`src/rtl/adc_pkg.sv`:
```
// rtl/adc_pkg.sv - shared types and constants for the ADC averaging path
package adc_pkg;

  localparam int ADC_DATA_W = 12;

  typedef logic [ADC_DATA_W-1:0] adc_sample_t;

  typedef enum logic {
    IDLE  = 1'b0,
    ACCUM = 1'b1
  } avg_state_t;

endpackage

```
`src/rtl/adc_avg_filter_if.sv`:
```
// rtl/adc_avg_filter_if.sv - sample-in / average-out bundle between ADC and averaging filter
interface adc_avg_filter_if #(
  parameter int DATA_W = adc_pkg::ADC_DATA_W
);

  logic              en_i;
  logic              data_update_i;
  logic [DATA_W-1:0] data0_i;
  logic [DATA_W-1:0] data1_i;
  logic              avg_valid_o;
  logic [DATA_W-1:0] avg0_o;
  logic [DATA_W-1:0] avg1_o;
  logic              busy_o;

  // Upstream side: drives samples and enable, observes the averages.
  modport master (
    output en_i, data_update_i, data0_i, data1_i,
    input  avg_valid_o, avg0_o, avg1_o, busy_o
  );

  // Filter side.
  modport slave (
    input  en_i, data_update_i, data0_i, data1_i,
    output avg_valid_o, avg0_o, avg1_o, busy_o
  );

endinterface

```
`src/rtl/adc_avg_channel.sv`:
```
// rtl/adc_avg_channel.sv - one box-car accumulator with divide-by-window output register
// ADC_AVG_ROUND_EN selects round-half-up; default is truncation.
module adc_avg_channel
  import adc_pkg::*;
#(
  parameter int DATA_W   = ADC_DATA_W,
  parameter int AVG_LOG2 = 4
) (
  input  logic              clk,
  input  logic              rst_n,
  input  logic              clr_i,
  input  logic              add_i,
  input  logic              last_i,
  input  logic [DATA_W-1:0] sample_i,
  output logic [DATA_W-1:0] avg_o
);

  localparam int ACC_W = DATA_W + AVG_LOG2;

  logic [ACC_W-1:0]  acc_q, acc_d;
  logic [DATA_W-1:0] avg_q, avg_d;
  logic [ACC_W-1:0]  sum;
  logic [ACC_W:0]    rounded;

  assign sum = acc_q + ACC_W'(sample_i);

`ifdef ADC_AVG_ROUND_EN
  localparam logic [ACC_W:0] HALF = (ACC_W+1)'(1) << (AVG_LOG2 - 1);
  // Extra bit keeps the half-LSB bias from wrapping a full-scale sum.
  assign rounded = {1'b0, sum} + HALF;
`else
  assign rounded = {1'b0, sum};
`endif

  always_comb begin
    acc_d = acc_q;
    avg_d = avg_q;
    if (clr_i) begin
      acc_d = '0;
    end else if (add_i) begin
      if (last_i) begin
        acc_d = '0;
        avg_d = DATA_W'(rounded >> AVG_LOG2);
      end else begin
        acc_d = sum;
      end
    end
  end

  always_ff @(posedge clk or negedge rst_n) begin
    if (!rst_n) begin
      acc_q <= '0;
      avg_q <= '0;
    end else begin
      acc_q <= acc_d;
      avg_q <= avg_d;
    end
  end

  assign avg_o = avg_q;

endmodule

```
`src/rtl/adc_avg_filter.sv`:
```
// rtl/adc_avg_filter.sv - dual-channel box-car averager over 2^AVG_LOG2 ADC samples
// ADC_AVG_ROUND_EN (see adc_avg_channel) switches truncation to round-half-up.
module adc_avg_filter
  import adc_pkg::*;
#(
  parameter int DATA_W   = ADC_DATA_W,
  parameter int AVG_LOG2 = 4
) (
  input  logic             clk,
  input  logic             rst_n,
  adc_avg_filter_if.slave  bus
);

  avg_state_t          state_q, state_d;
  logic [AVG_LOG2-1:0] cnt_q, cnt_d;
  logic                valid_q, valid_d;
  logic                busy_q, busy_d;

  logic accept;
  logic last;
  logic clr;

  // Enable has priority over a strobe in the same cycle, including the final one.
  assign accept = (state_q == ACCUM) && bus.en_i && bus.data_update_i;
  assign last   = accept && (cnt_q == {AVG_LOG2{1'b1}});
  assign clr    = (state_q == IDLE) || !bus.en_i;

  always_comb begin
    state_d = state_q;
    cnt_d   = cnt_q;
    valid_d = 1'b0;
    case (state_q)
      IDLE: begin
        cnt_d = '0;
        if (bus.en_i) state_d = ACCUM;
      end
      ACCUM: begin
        if (!bus.en_i) begin
          state_d = IDLE;
          cnt_d   = '0;
        end else if (last) begin
          cnt_d   = '0;
          valid_d = 1'b1;
        end else if (accept) begin
          cnt_d = cnt_q + 1'b1;
        end
      end
      default: begin
        state_d = IDLE;
        cnt_d   = '0;
      end
    endcase
    busy_d = (cnt_d != '0);
  end

  always_ff @(posedge clk or negedge rst_n) begin
    if (!rst_n) begin
      state_q <= IDLE;
      cnt_q   <= '0;
      valid_q <= 1'b0;
      busy_q  <= 1'b0;
    end else begin
      state_q <= state_d;
      cnt_q   <= cnt_d;
      valid_q <= valid_d;
      busy_q  <= busy_d;
    end
  end

  adc_avg_channel #(
    .DATA_W   (DATA_W),
    .AVG_LOG2 (AVG_LOG2)
  ) u_ch0 (
    .clk      (clk),
    .rst_n    (rst_n),
    .clr_i    (clr),
    .add_i    (accept),
    .last_i   (last),
    .sample_i (bus.data0_i),
    .avg_o    (bus.avg0_o)
  );

  adc_avg_channel #(
    .DATA_W   (DATA_W),
    .AVG_LOG2 (AVG_LOG2)
  ) u_ch1 (
    .clk      (clk),
    .rst_n    (rst_n),
    .clr_i    (clr),
    .add_i    (accept),
    .last_i   (last),
    .sample_i (bus.data1_i),
    .avg_o    (bus.avg1_o)
  );

  assign bus.avg_valid_o = valid_q;
  assign bus.busy_o      = busy_q;

endmodule

```
`src/flat_wrapper.sv`:
```
// flat-port wrapper written by rule: the top's interface ports become plain ports
module adc_avg_filter_flat import adc_pkg::*;
#(
  parameter int DATA_W   = ADC_DATA_W,
  parameter int AVG_LOG2 = 4
)
  (clk, rst_n, bus_en_i, bus_data_update_i, bus_data0_i, bus_data1_i, bus_avg_valid_o, bus_avg0_o, bus_avg1_o, bus_busy_o);
  adc_avg_filter_if #(.DATA_W(DATA_W)) bus_i ();
  input  logic clk;
  input  logic rst_n;
  input wire logic [$bits(bus_i.en_i)-1:0] bus_en_i;
  input wire logic [$bits(bus_i.data_update_i)-1:0] bus_data_update_i;
  input wire logic [$bits(bus_i.data0_i)-1:0] bus_data0_i;
  input wire logic [$bits(bus_i.data1_i)-1:0] bus_data1_i;
  output wire logic [$bits(bus_i.avg_valid_o)-1:0] bus_avg_valid_o;
  output wire logic [$bits(bus_i.avg0_o)-1:0] bus_avg0_o;
  output wire logic [$bits(bus_i.avg1_o)-1:0] bus_avg1_o;
  output wire logic [$bits(bus_i.busy_o)-1:0] bus_busy_o;
  assign bus_i.en_i = bus_en_i;
  assign bus_i.data_update_i = bus_data_update_i;
  assign bus_i.data0_i = bus_data0_i;
  assign bus_i.data1_i = bus_data1_i;
  assign bus_avg_valid_o = bus_i.avg_valid_o;
  assign bus_avg0_o = bus_i.avg0_o;
  assign bus_avg1_o = bus_i.avg1_o;
  assign bus_busy_o = bus_i.busy_o;
  adc_avg_filter #(.DATA_W(DATA_W), .AVG_LOG2(AVG_LOG2)) u_core (.clk(clk), .rst_n(rst_n), .bus(bus_i));
endmodule
```
`config.mk`:
```
export PLATFORM = sky130hd
export DESIGN_NAME = adc_avg_filter_flat
export DESIGN_NICKNAME = d
export VERILOG_FILES = /design/src/rtl/adc_pkg.sv /design/src/rtl/adc_avg_filter_if.sv /design/src/rtl/adc_avg_channel.sv /design/src/rtl/adc_avg_filter.sv /design/src/flat_wrapper.sv
export SDC_FILE = /design/constraint.sdc
export NUM_CORES = 1
export LEC_CHECK = 0
export CORE_MARGIN = 2
export CORE_UTILIZATION = 25
export DETAILED_ROUTE_END_ITERATION = 8
export PLACE_DENSITY = 0.48
export SYNTH_ARGS = -nofsm -noshare
export SYNTH_HDL_FRONTEND = slang
export SYNTH_SLANG_ARGS = --single-unit
```
`constraint.sdc`:
```
create_clock -name clk -period 2.3 [get_ports clk]
set_input_delay 0.69 -clock clk [delete_from_list [all_inputs] [get_ports clk]]
set_output_delay 0.69 -clock clk [all_outputs]
set_load 0.005 [all_outputs]
```
==> results of run 1 <==
## placed cells by master, fill, tap and decap left out, drive strengths merged, types with 3 or more instances in the layout
cell type	instances
nand2b	5
o22ai	4
clkbuf	15
a22o	16
clkdlybuf4s50	30
nand3	7
buf	68
nor2b	3
nor2	14
or2	3
and3	7
clkinv	3
a21oi	19
dlygate4sd2	11
a21o	6
a211oi	4
xnor2	10
o21a	8
nand2	75
o31ai	3
xor2	13
nor3	4
ha	25
a31oi	6
inv	10
o21ai	35
dfrtp	63
## worst max-delay path by stage
| stage | slack (ps) | from | end | depth (start not counted) |
|---|---|---|---|---|
| 4_1_cts | -80 | u_core.u_ch0.acc_q[0] | u_core.u_ch0.avg_o[4] | 10 |
| 3_5_place_dp | -880 | bus_data1_i[0] | u_core.u_ch1.acc_q[14] | 11 |
| 2_1_floorplan | -140 | bus_data1_i[0] | u_core.u_ch1.acc_q[14] | 10 |
| 5_1_grt | -50 | bus_data0_i[0] | u_core.u_ch0.avg_o[4] | 11 |
| 6_report | 40 | bus_data1_i[0] | u_core.u_ch1.acc_q[14] | 11 |
| 3_3_place_gp | -850 | bus_data1_i[0] | u_core.u_ch1.acc_q[14] | 11 |
## area by class of cell
class | instances | area, um^2 | share of cell area (%)
clock buffer | 11 | 233 | 4.19
timing repair buffer | 117 | 1020 | 18.4
multi-input combinational | 293 | 2370 | 42.8
inverter | 10 | 37.5 | 0.677
tap | 180 | 225 | 4.06
sequential | 63 | 1580 | 28.4
clock inverter | 5 | 82.6 | 1.49
## flip-flops by register name, summed over array words and instances, names as in the netlist
| name | flops |
|---|---|
| u_core.bus.busy_o | 1 |
| u_core.u_ch1.acc_q | 16 |
| u_core.cnt_q | 4 |
| u_core.u_ch0.acc_q | 16 |
| u_core.u_ch1.avg_o | 12 |
| u_core.state_q | 1 |
| u_core.bus.avg_valid_o | 1 |
| u_core.u_ch0.avg_o | 12 |
## cells by family (layout without fill, tap and decap cells)
group	count (synthesis)	in the layout	share of synthesized area (%)
adders and majority gates	27	27	9.78
xor gates and xnor gates	23	23	5.59
muxes	2	2	0.590
buffers and inverters	24	143	2.60
AOI/OAI and AO/OA	119	119	23.0
DFF	63	63	43.7
and+or+nand+nor	122	122	14.7
## repair_timing
action,4_1_cts,5_1_grt
pin swaps,41,28
setup endpoints to repair,41,16
buffers inserted,8,2
hold buffers,0,0
gates resized for setup,77,21
endpoints found under the hold margin,0,0
## routing by layer
layer | wire length (um) | vias to the layer above | global-route usage [%]
li1 | - | 1592 | -
met1 | 4800 | 1566 | 18.9
met2 | 4640 | 54 | 22.2
met3 | 449 | 11 | 2.43
met4 | 115 | 0 | 4.63
met5 | 0 | - | 0
## worst max-delay path, stage by stage
cell                        delay (ps)
sky130_fd_sc_hd__buf_8              70
sky130_fd_sc_hd__ha_4              130
sky130_fd_sc_hd__inv_2              30
sky130_fd_sc_hd__fa_2              330
sky130_fd_sc_hd__nand2b_4          160
sky130_fd_sc_hd__a21oi_4           180
sky130_fd_sc_hd__o2111ai_4         160
sky130_fd_sc_hd__a41oi_2           210
sky130_fd_sc_hd__o211ai_1          140
sky130_fd_sc_hd__or3_1             310
sky130_fd_sc_hd__o21ai_1            90
## through the flow
stage               hold slack (ps)  cell area, um^2
finish                          372             5550
global route                    413             5550
CTS                             396             5490
detailed placement              461             4870
global placement                461             4870
floorplan                       394             3730
## power by group
| part | switching (W) | internal [W] |
|---|---|---|
| Clock | 0.000514 | 0.000951 |
| Sequential | 0.0000210 | 0.00113 |
| Combinational | 0.000241 | 0.000257 |
==> results.cfg, run 1 <==
[clock_network]
clock_sink_count = 63
clkLatencyLatePin_ps = 330
clock_tree.buffer_depth = 2
h-tree-depth = 3
clk_root_buffer_cell = sky130_fd_sc_hd__clkbuf_16
cts_tree = yes
cts_buffers = 9
clk_pin_slew_ps = 60

[synthesis]
syn-mean-instance-area_um2 = 9.49
synth_edf_count = 0
synth_most_common_cell = sky130_fd_sc_hd__nand2_1
synth_seq_area_share_pct = 43.7
postSynthRegisterBits = 63
yosysUniqueCellTypes = 45
syn_nets = 435
synthCells = 380
yosysWarnings = 0
ranking_of_synthesized_cells_by_area = sky130_fd_sc_hd__dfrtp_1, sky130_fd_sc_hd__ha_1, sky130_fd_sc_hd__nand2_1, sky130_fd_sc_hd__o21ai_0, sky130_fd_sc_hd__a22o_1
synth.cell_area_mm2 = 0.00361
synth_async_sr_flop_share_pct = 100
synth.largest_area_cell = sky130_fd_sc_hd__dfrtp_1
area_share_of_the_largest_cell_type_after_synthesis_pct = 43.7
postSynth.topFlopCell = sky130_fd_sc_hd__dfrtp_1
post_synth_most_frequent_cells = sky130_fd_sc_hd__nand2_1, sky130_fd_sc_hd__dfrtp_1, sky130_fd_sc_hd__o21ai_0

[sta]
totalNegativeSetupSlack_ps = 0
relSlewSlack_pct = 74.1
worst_clock_skew_ps = 8.27
timing_max_transition_violations_final = 0
rsz0062_at_grt = true
hold_viol_final = 0
worst_slew_pin_slew_ps = 389
layout_worst_path_cycle_share_pct = 98.4
setup_ws_ps = 36.2
final-setup-viol-count = 0
fmax_mhz = 442
final_period_minus_worst_setup_slack_ps = 2260

[floorplanning]
design.portCount = 54
die_height_um = 124
die_w_um = 124
site_rows = 43
initial_utilization_pct = 25.8
dieArea_mm2 = 0.0154
core_area_mm2 = 0.0140

[critical_path]
worst_r2r_startpoint = u_core.u_ch1.acc_q[0]
timing.setup.critical_path_class = input pin to register
worst_setup_path_start_kind = input pin
largest_fanout_on_the_critical_path = 2
register_to_register_setup_slack_ps = 70
timing.critical_path.arrival_ps = 2510
worst_ep_required_time_ps = 2550
timing.critical_path.to_type = register
r2r.worst_path.cells = 10
reg2reg_to = u_core.u_ch1.acc_q[14]

[placement]
pre_cts_ws_ps = -883
routabilityCongestion = 0.770
dp.final_hpwl_um = 6900
placed_cells = 653
io_buffer_count = 53

[grt]
antenna_found_initial = 0
grtUsageTotal_pct = 13.9
grt_max_degree = 64
first_global_vias = 3252
first_pass_grt_wire_length_um = 16400
globalRoute.totalOverflow = 0

[finish]
num_antenna_cells = 0
final_util_pct = 39.7
num-fill-cells = 1386
layout-area-overhead-vs-synth_pct = 53.9
share_of_layout_cells_above_drive_strength_1_pct = 29.5
layout.cells.non_filler = 679
design.final.nets = 549

[detailed_routing]
drt-initial-drc-count = 159
via_per_inst = 4.75
drc = 0
ant_nets = 0
drt_wl_total_um = 10000
detailroute.via_count = 3223
tritonroute_pass_1_iters = 4
routed_wire_length_per_instance_um = 14.7

[pwr]
design_power_total_w = 0.00311
irDropWorstVdd_mv = 0.327
static-leakage-power_nw = 2.54
power_density_mw_per_mm2 = 561

[job]
max_cap_viol_count = 0

[status]
outcome = finished clean

[min_path]
timing.hold.worst.class = input pin to async pin
No activity file was read; power rests on OpenSTA's default activity.
==> run 2, diff against run 1 <==
--- a/config.mk
+++ b/config.mk
@@ -8,7 +8,8 @@
 export CORE_MARGIN = 2
 export CORE_UTILIZATION = 25
 export DETAILED_ROUTE_END_ITERATION = 8
-export PLACE_DENSITY = 0.48
+export PLACE_DENSITY = 0.47
 export SYNTH_ARGS = -nofsm -noshare
 export SYNTH_HDL_FRONTEND = slang
+export SYNTH_HIERARCHICAL = 1
 export SYNTH_SLANG_ARGS = --single-unit
==> run 2 against run 1 <==
Compared with the run above: utilization grew 0.89 points; register-to-register slack is essentially flat; total power shrank 3.8%; count of clock-buffer cells in the layout shrank 2; via count grew 13%; sequential share of layout area shrank 3.0 points; largest power group unchanged; critical path type unchanged; flip-flop and latch count is the same; fmax shrank 0.16%; clock skew shrank 2.3 ps.
==> results.cfg, run 2 <==
[synthesis]
syn-mean-instance-area_um2 = 9.28
post_synth_and_or_nand_nor_area_fraction_pct = 19.6
synth.cell_area_mm2 = 0.00395
yosys.area_share.xor_xnor_pct = 5.54
synth_seq_area_share_pct = 39.9
ranking_of_synthesized_cells_by_area = sky130_fd_sc_hd__dfrtp_1, sky130_fd_sc_hd__ha_1, sky130_fd_sc_hd__nand2_1, sky130_fd_sc_hd__o21ai_0, sky130_fd_sc_hd__a21oi_1
syn_nets = 481
postSynth.topFlopCell = sky130_fd_sc_hd__dfrtp_1
synth_most_common_cell = sky130_fd_sc_hd__dfrtp_1
synth_top_family_by_area = compound AO/OA/AOI/OAI gates
yosysWarnings = 6
yosysUniqueCellTypes = 54
area_share_of_the_largest_cell_type_after_synthesis_pct = 39.9
synth_adder_area_share_pct = 8.93
post_synth_most_frequent_cells = sky130_fd_sc_hd__dfrtp_1, sky130_fd_sc_hd__nand2_1, sky130_fd_sc_hd__o21ai_0
synthCells = 426
yosys-mux-area-fraction_pct = 1.27
synth_edf_count = 0
synth_async_sr_flop_share_pct = 100
postSynthRegisterBits = 63
synth.largest_area_cell = sky130_fd_sc_hd__dfrtp_1
synth-compound-area-share_pct = 22.1

[finish]
layout-area-overhead-vs-synth_pct = 57.1
flip_flop_and_latch_area_mm2 = 0.00158
num-fill-cells = 1540
num_antenna_cells = 0
area_occupied_by_multi_input_gates_mm2 = 0.00268
largestRegisters = u_core/u_ch0/acc_q: 16 flops, u_core/u_ch1/acc_q: 16 flops
layout_commonest_cell = sky130_fd_sc_hd__buf_4
design.final.nets = 628
final_cell_mix = sky130_fd_sc_hd__buf_4, sky130_fd_sc_hd__dfrtp_1, sky130_fd_sc_hd__nand2_1, sky130_fd_sc_hd__o21ai_0, sky130_fd_sc_hd__clkdlybuf4s50_1
share_of_layout_cells_above_drive_strength_1_pct = 33.2
final_util_pct = 40.5

[critical_path]
worst_ep_required_time_ps = 2570
worst_r2r_startpoint = u_core/u_ch0/acc_q[0]
largest_fanout_on_the_critical_path = 4
timing.critical_path.arrival_ps = 2540
setup.worst_path.start = bus_data0_i[0]
r2r.worst_path.cells = 9
cp_slowest_stage_delay_ps = 490
cp_slowest_cell = sky130_fd_sc_hd__or4_4
critical_path_cell_count = 10
worst_setup_path_start_kind = input pin
timing.setup.critical_path_class = input pin to register
timing.critical_path.to_type = register
critical-path-top-delay-family = compound AO/OA/AOI/OAI gates
crit_chain = buf_6 > ha_4 > inv_4 > fa_2 > nor2b_4 > o211ai_1 > a31oi_4 > o22ai_4 > or4_4 > o21ai_2
crit_buf_inv = 2

[floorplanning]
die_height_um = 130
die_w_um = 130
dieArea_mm2 = 0.0168
site_rows = 45
initial_utilization_pct = 25.8
core_area_mm2 = 0.0153
design.portCount = 54

[clock_network]
cts_buffers = 9
cts_tree = yes
clock_sink_count = 63
h-tree-depth = 3
post_cts_hold_buffer_count = 0
clk_root_buffer_cell = sky130_fd_sc_hd__clkbuf_16
clock_tree.buffer_depth = 2
clk_pin_slew_ps = 60
clkLatencyLatePin_ps = 340

[detailed_routing]
drt-initial-drc-count = 150
tritonroute_pass_1_iters = 4
detailroute.via_count = 3638
routed_wire_length_per_instance_um = 14.1
ant_nets = 0
drc = 0
drt_wl_total_um = 11100
via_per_inst = 4.61

[min_path]
timing.hold.worst.class = input pin to async pin

[pwr]
static-leakage-power_nw = 2.71
power_density_mw_per_mm2 = 483
irDropWorstVdd_mv = 0.354
design_power_total_w = 0.00300

[sta]
timing_max_transition_violations_final = 0
layout_worst_path_cycle_share_pct = 98.6
rsz0062_at_grt = true
relSlewSlack_pct = 72.4
hold_ws_ps = 271
final_period_minus_worst_setup_slack_ps = 2270
worst_clock_skew_ps = 5.94
worst_slew_pin_slew_ps = 413
hold_viol_final = 0
final-setup-viol-count = 0
fmax_mhz = 441

[placement]
dp.final_hpwl_um = 8160
routabilityCongestion = 0.847
io_buffer_count = 53

[grt]
antenna_found_initial = 0
first_global_vias = 3738
grtUsageTotal_pct = 14.1
globalRoute.totalOverflow = 0
first_pass_grt_wire_length_um = 18300
grt_max_degree = 32

[job]
max_cap_viol_count = 0

[status]
outcome = finished clean
run 2: cell types whose count changed after synthesis, moves of 5 or more:
cell | previous run | this run
sky130_fd_sc_hd__nand2_1 | 75 | 60
sky130_fd_sc_hd__o21ai_1 | 1 | 14
sky130_fd_sc_hd__nor3_1 | 4 | 9
sky130_fd_sc_hd__a22o_1 | 16 | 2
sky130_fd_sc_hd__o21ai_0 | 34 | 42
sky130_fd_sc_hd__o21bai_1 | 0 | 6
sky130_fd_sc_hd__nor2_1 | 14 | 24
sky130_fd_sc_hd__a21oi_1 | 19 | 28
run 2: report_power, final:
part           total [W]  switching, W  internal (W)  leakage, nW
Combinational   0.000376      0.000181      0.000195         1.69
Sequential       0.00112    0.00000783       0.00112        0.876
Clock            0.00150      0.000547      0.000950        0.152
run 2: what timing repair did:
action	4_1_cts	5_1_grt
endpoints found under the setup margin	40	29
gates resized for setup	65	37
setup buffers	10	6
endpoints found under the hold margin	0	0
pin swaps	31	27
run 2: cell type report:
type	count	area share (%)
clock inverter	7	1.57
clock buffer	9	3.63
inverter	10	0.645
multi-input combinational	338	43.1
timing repair buffer	151	21.4
sequential	63	25.4
tap	211	4.25
run 2: cells by family (layout without fill, tap and decap cells):
family	count (synthesis)	in the layout
flops	63	63
mux	5	5
simple gates	150	150
fa+ha+maj	27	27
buf+inv	25	177
compound gates	131	131
xor+xnor	25	25
run 2: metrics by stage:
stage	cells	area (um^2)	TNS, ps	setup slack (ps)
final	789	6210	0	32.7
after global routing	789	6210	-98.3	-38.2
after CTS	784	6010	-73.5	-69.6
after detailed placement	759	5380	-25580	-778
after global placement	759	5380	-23710	-687
after floorplan	426	4000	-248	-67.2
run 2: final timing paths:
kind	end	slack [ps]
min in group clk	u_core/u_ch0/avg_o[5]	480
max reg2reg	u_core/u_ch0/acc_q[14]	60
min reg2reg	u_core/u_ch0/avg_o[5]	480
max	u_core/u_ch0/acc_q[14]	30
min	u_core/u_ch0/avg_o[0]	270
max in group asynchronous	u_core/u_ch1/acc_q[1]	1390
run 2: per-layer routing:
| metal | part of all wire [%] | global-route usage (%) |
|---|---|---|
| met1 | 44 | 16.5 |
| met2 | 50 | 24.3 |
| met3 | 4.6 | 4.26 |
| met4 | 1.9 | 5.31 |
| met5 | 0 | 0 |
==> run 3, diff against run 2 <==
--- a/config.mk
+++ b/config.mk
@@ -6,9 +6,9 @@
 export NUM_CORES = 1
 export LEC_CHECK = 0
 export CORE_MARGIN = 2
-export CORE_UTILIZATION = 25
+export CORE_UTILIZATION = 30
 export DETAILED_ROUTE_END_ITERATION = 8
-export PLACE_DENSITY = 0.47
+export PLACE_DENSITY = 0.54
 export SYNTH_ARGS = -nofsm -noshare
 export SYNTH_HDL_FRONTEND = slang
 export SYNTH_HIERARCHICAL = 1
==> run 3 against run 2 <==
Compared with the run above: first-iteration DRC count is 9.3% higher; cell count is 6.2% lower; die area is 16% lower; hold slack better by 92 ps; routed wire length is 4.5% lower; register-to-register slack better by 60 ps; critical path depth stayed put; setup slack better by 16 ps; global-route usage is 1.5 points higher; non-clock buffer count is 10 lower; via count is 0.30% lower; combinational power is 4% lower; critical endpoint is now u_core/u_ch1/acc_q[12]; largest power group unchanged.
==> results.cfg, run 3 (synthesis gave the netlist of run 2 again) <==
[clock_network]
clock_tree.buffer_depth = 2
clkLatencyLatePin_ps = 340
cts_tree = yes
clock_sink_count = 63
h-tree-depth = 3
cts_buffers = 9
clk_root_buffer_cell = sky130_fd_sc_hd__clkbuf_16
clk_pin_slew_ps = 60

[critical_path]
timing.critical_path.to_type = register
worst_ep_required_time_ps = 2520
worst_r2r_startpoint = u_core/u_ch1/acc_q[0]
worst_setup_path_start_kind = input pin
timing.critical_path.arrival_ps = 2470
reg2reg_to = u_core/u_ch1/acc_q[14]
r2r.worst_path.cells = 9
register_to_register_setup_slack_ps = 120
largest_fanout_on_the_critical_path = 4
timing.setup.critical_path_class = input pin to register

[detailed_routing]
tritonroute_pass_1_iters = 5
routed_wire_length_per_instance_um = 14.4
via_per_inst = 4.90
drt_wl_total_um = 10600
drt-initial-drc-count = 164
drc = 0
met1Wirelength_um = 4550
wire_length_on_met2_um = 5400
dr_wl_met3_um = 561
detailroute.via_count = 3627
ant_nets = 0
highest-signal-layer = met4

[floorplanning]
initial_utilization_pct = 31.1
die_height_um = 119
core_area_mm2 = 0.0127
dieArea_mm2 = 0.0141
design.portCount = 54
site_rows = 41
die_w_um = 119

[sta]
hold_viol_final = 0
fmax_mhz = 444
timing_max_transition_violations_final = 0
worst_slew_pin_slew_ps = 335
final-setup-viol-count = 0
layout_worst_path_cycle_share_pct = 97.9
final_period_minus_worst_setup_slack_ps = 2250
relSlewSlack_pct = 77.4
worst_clock_skew_ps = 6.66

[finish]
num-fill-cells = 1257
layout-area-overhead-vs-synth_pct = 53.9
layout_commonest_cell = sky130_fd_sc_hd__buf_4
largestRegisters = u_core/u_ch0/acc_q: 16 flops, u_core/u_ch1/acc_q: 16 flops
final_util_pct = 47.8
share_of_layout_cells_above_drive_strength_1_pct = 32.7
num_antenna_cells = 0
design.final.nets = 618
final_cell_mix = sky130_fd_sc_hd__buf_4, sky130_fd_sc_hd__dfrtp_1, sky130_fd_sc_hd__nand2_1, sky130_fd_sc_hd__o21ai_0, sky130_fd_sc_hd__clkdlybuf4s50_1

[placement]
dp.final_hpwl_um = 7600
io_buffer_count = 53
routabilityCongestion = 0.895

[pwr]
irDropWorstVdd_mv = 0.359
power_density_mw_per_mm2 = 483
static-leakage-power_nw = 2.67
design_power_total_w = 0.00294

[min_path]
timing.hold.worst.class = input pin to async pin

[grt]
first_pass_grt_wire_length_um = 17400
globalRoute.totalOverflow = 0
antenna_found_initial = 0
grt_max_degree = 64
first_global_vias = 3640
grtUsageTotal_pct = 15.6

[status]
outcome = finished clean

[job]
max_cap_viol_count = 0
-- run 3: power breakdown --
part / leakage (nW) / total, W / switching [W] / internal, W
Combinational: 1.64 / 0.000360 / 0.000179 / 0.000182
Sequential: 0.876 / 0.00112 / 0.00000704 / 0.00112
Clock: 0.155 / 0.00146 / 0.000516 / 0.000940
-- run 3: layout make-up --
cell class / instances / area (um^2) / share of cell area (%)
multi-input combinational: 338 / 2690 / 44.2
sequential: 63 / 1580 / 25.9
timing repair buffer: 141 / 1250 / 20.6
clock buffer: 9 / 225 / 3.70
tap: 172 / 215 / 3.54
clock inverter: 7 / 87.6 / 1.44
inverter: 10 / 37.5 / 0.617
-- run 3: per-stage QoR --
step	hold WS [ps]	instances	setup slack, ps	TNS [ps]	cell area (um^2)
2_1_floorplan	394	426	-67.2	-248	4000
3_3_place_gp	463	714	-685	-21510	5300
3_5_place_dp	469	714	-789	-23640	5300
4_1_cts	375	736	-44.7	-62.4	5810
5_1_grt	381	740	-14.7	-50.9	6080
6_report	363	740	48.3	0	6080
-- run 3: layer usage --
layer  vias to the layer above  global-route usage, %
met5                         -                      0
met4                         0                   4.84
met3                        13                   5.69
met2                        75                   26.6
met1                      1734                   18.1
li1                       1805                      -
-- run 3: worst max-delay path: stages --
cell and delay, ps:
sky130_fd_sc_hd__clkdlybuf4s50_1 400, sky130_fd_sc_hd__ha_1 290, sky130_fd_sc_hd__or2_4 240, sky130_fd_sc_hd__a41oi_4 160
sky130_fd_sc_hd__a31oi_4 70, sky130_fd_sc_hd__o22ai_4 200, sky130_fd_sc_hd__buf_6 130, sky130_fd_sc_hd__buf_4 100
sky130_fd_sc_hd__nor3_1 30, sky130_fd_sc_hd__o21bai_1 150
-- run 3: timing repair --
| item | 4_1_cts | 5_1_grt |
|---|---|---|
| endpoints found under the hold margin | 0 | 0 |
| hold buffers | 0 | 0 |
| buffers inserted | 7 | 4 |
| resized for setup | 42 | 66 |
| pin swaps | 23 | 25 |
| setup endpoints to repair | 36 | 33 |
-- run 3: how the worst max path moves through the flow --
stage,startpoint,to,slack (ps),depth (start not counted)
floorplan,bus_data0_i[0],u_core/u_ch0/acc_q[14],-70,9
CTS,bus_data0_i[0],u_core/u_ch0/acc_q[14],-40,10
global placement,bus_data0_i[0],u_core/u_ch0/acc_q[14],-680,10
finish,bus_data1_i[5],u_core/u_ch1/acc_q[12],50,10
detailed placement,bus_data0_i[0],u_core/u_ch0/acc_q[14],-790,10
global route,u_core/u_ch1/acc_q[0],u_core/u_ch1/acc_q[14],-10,9
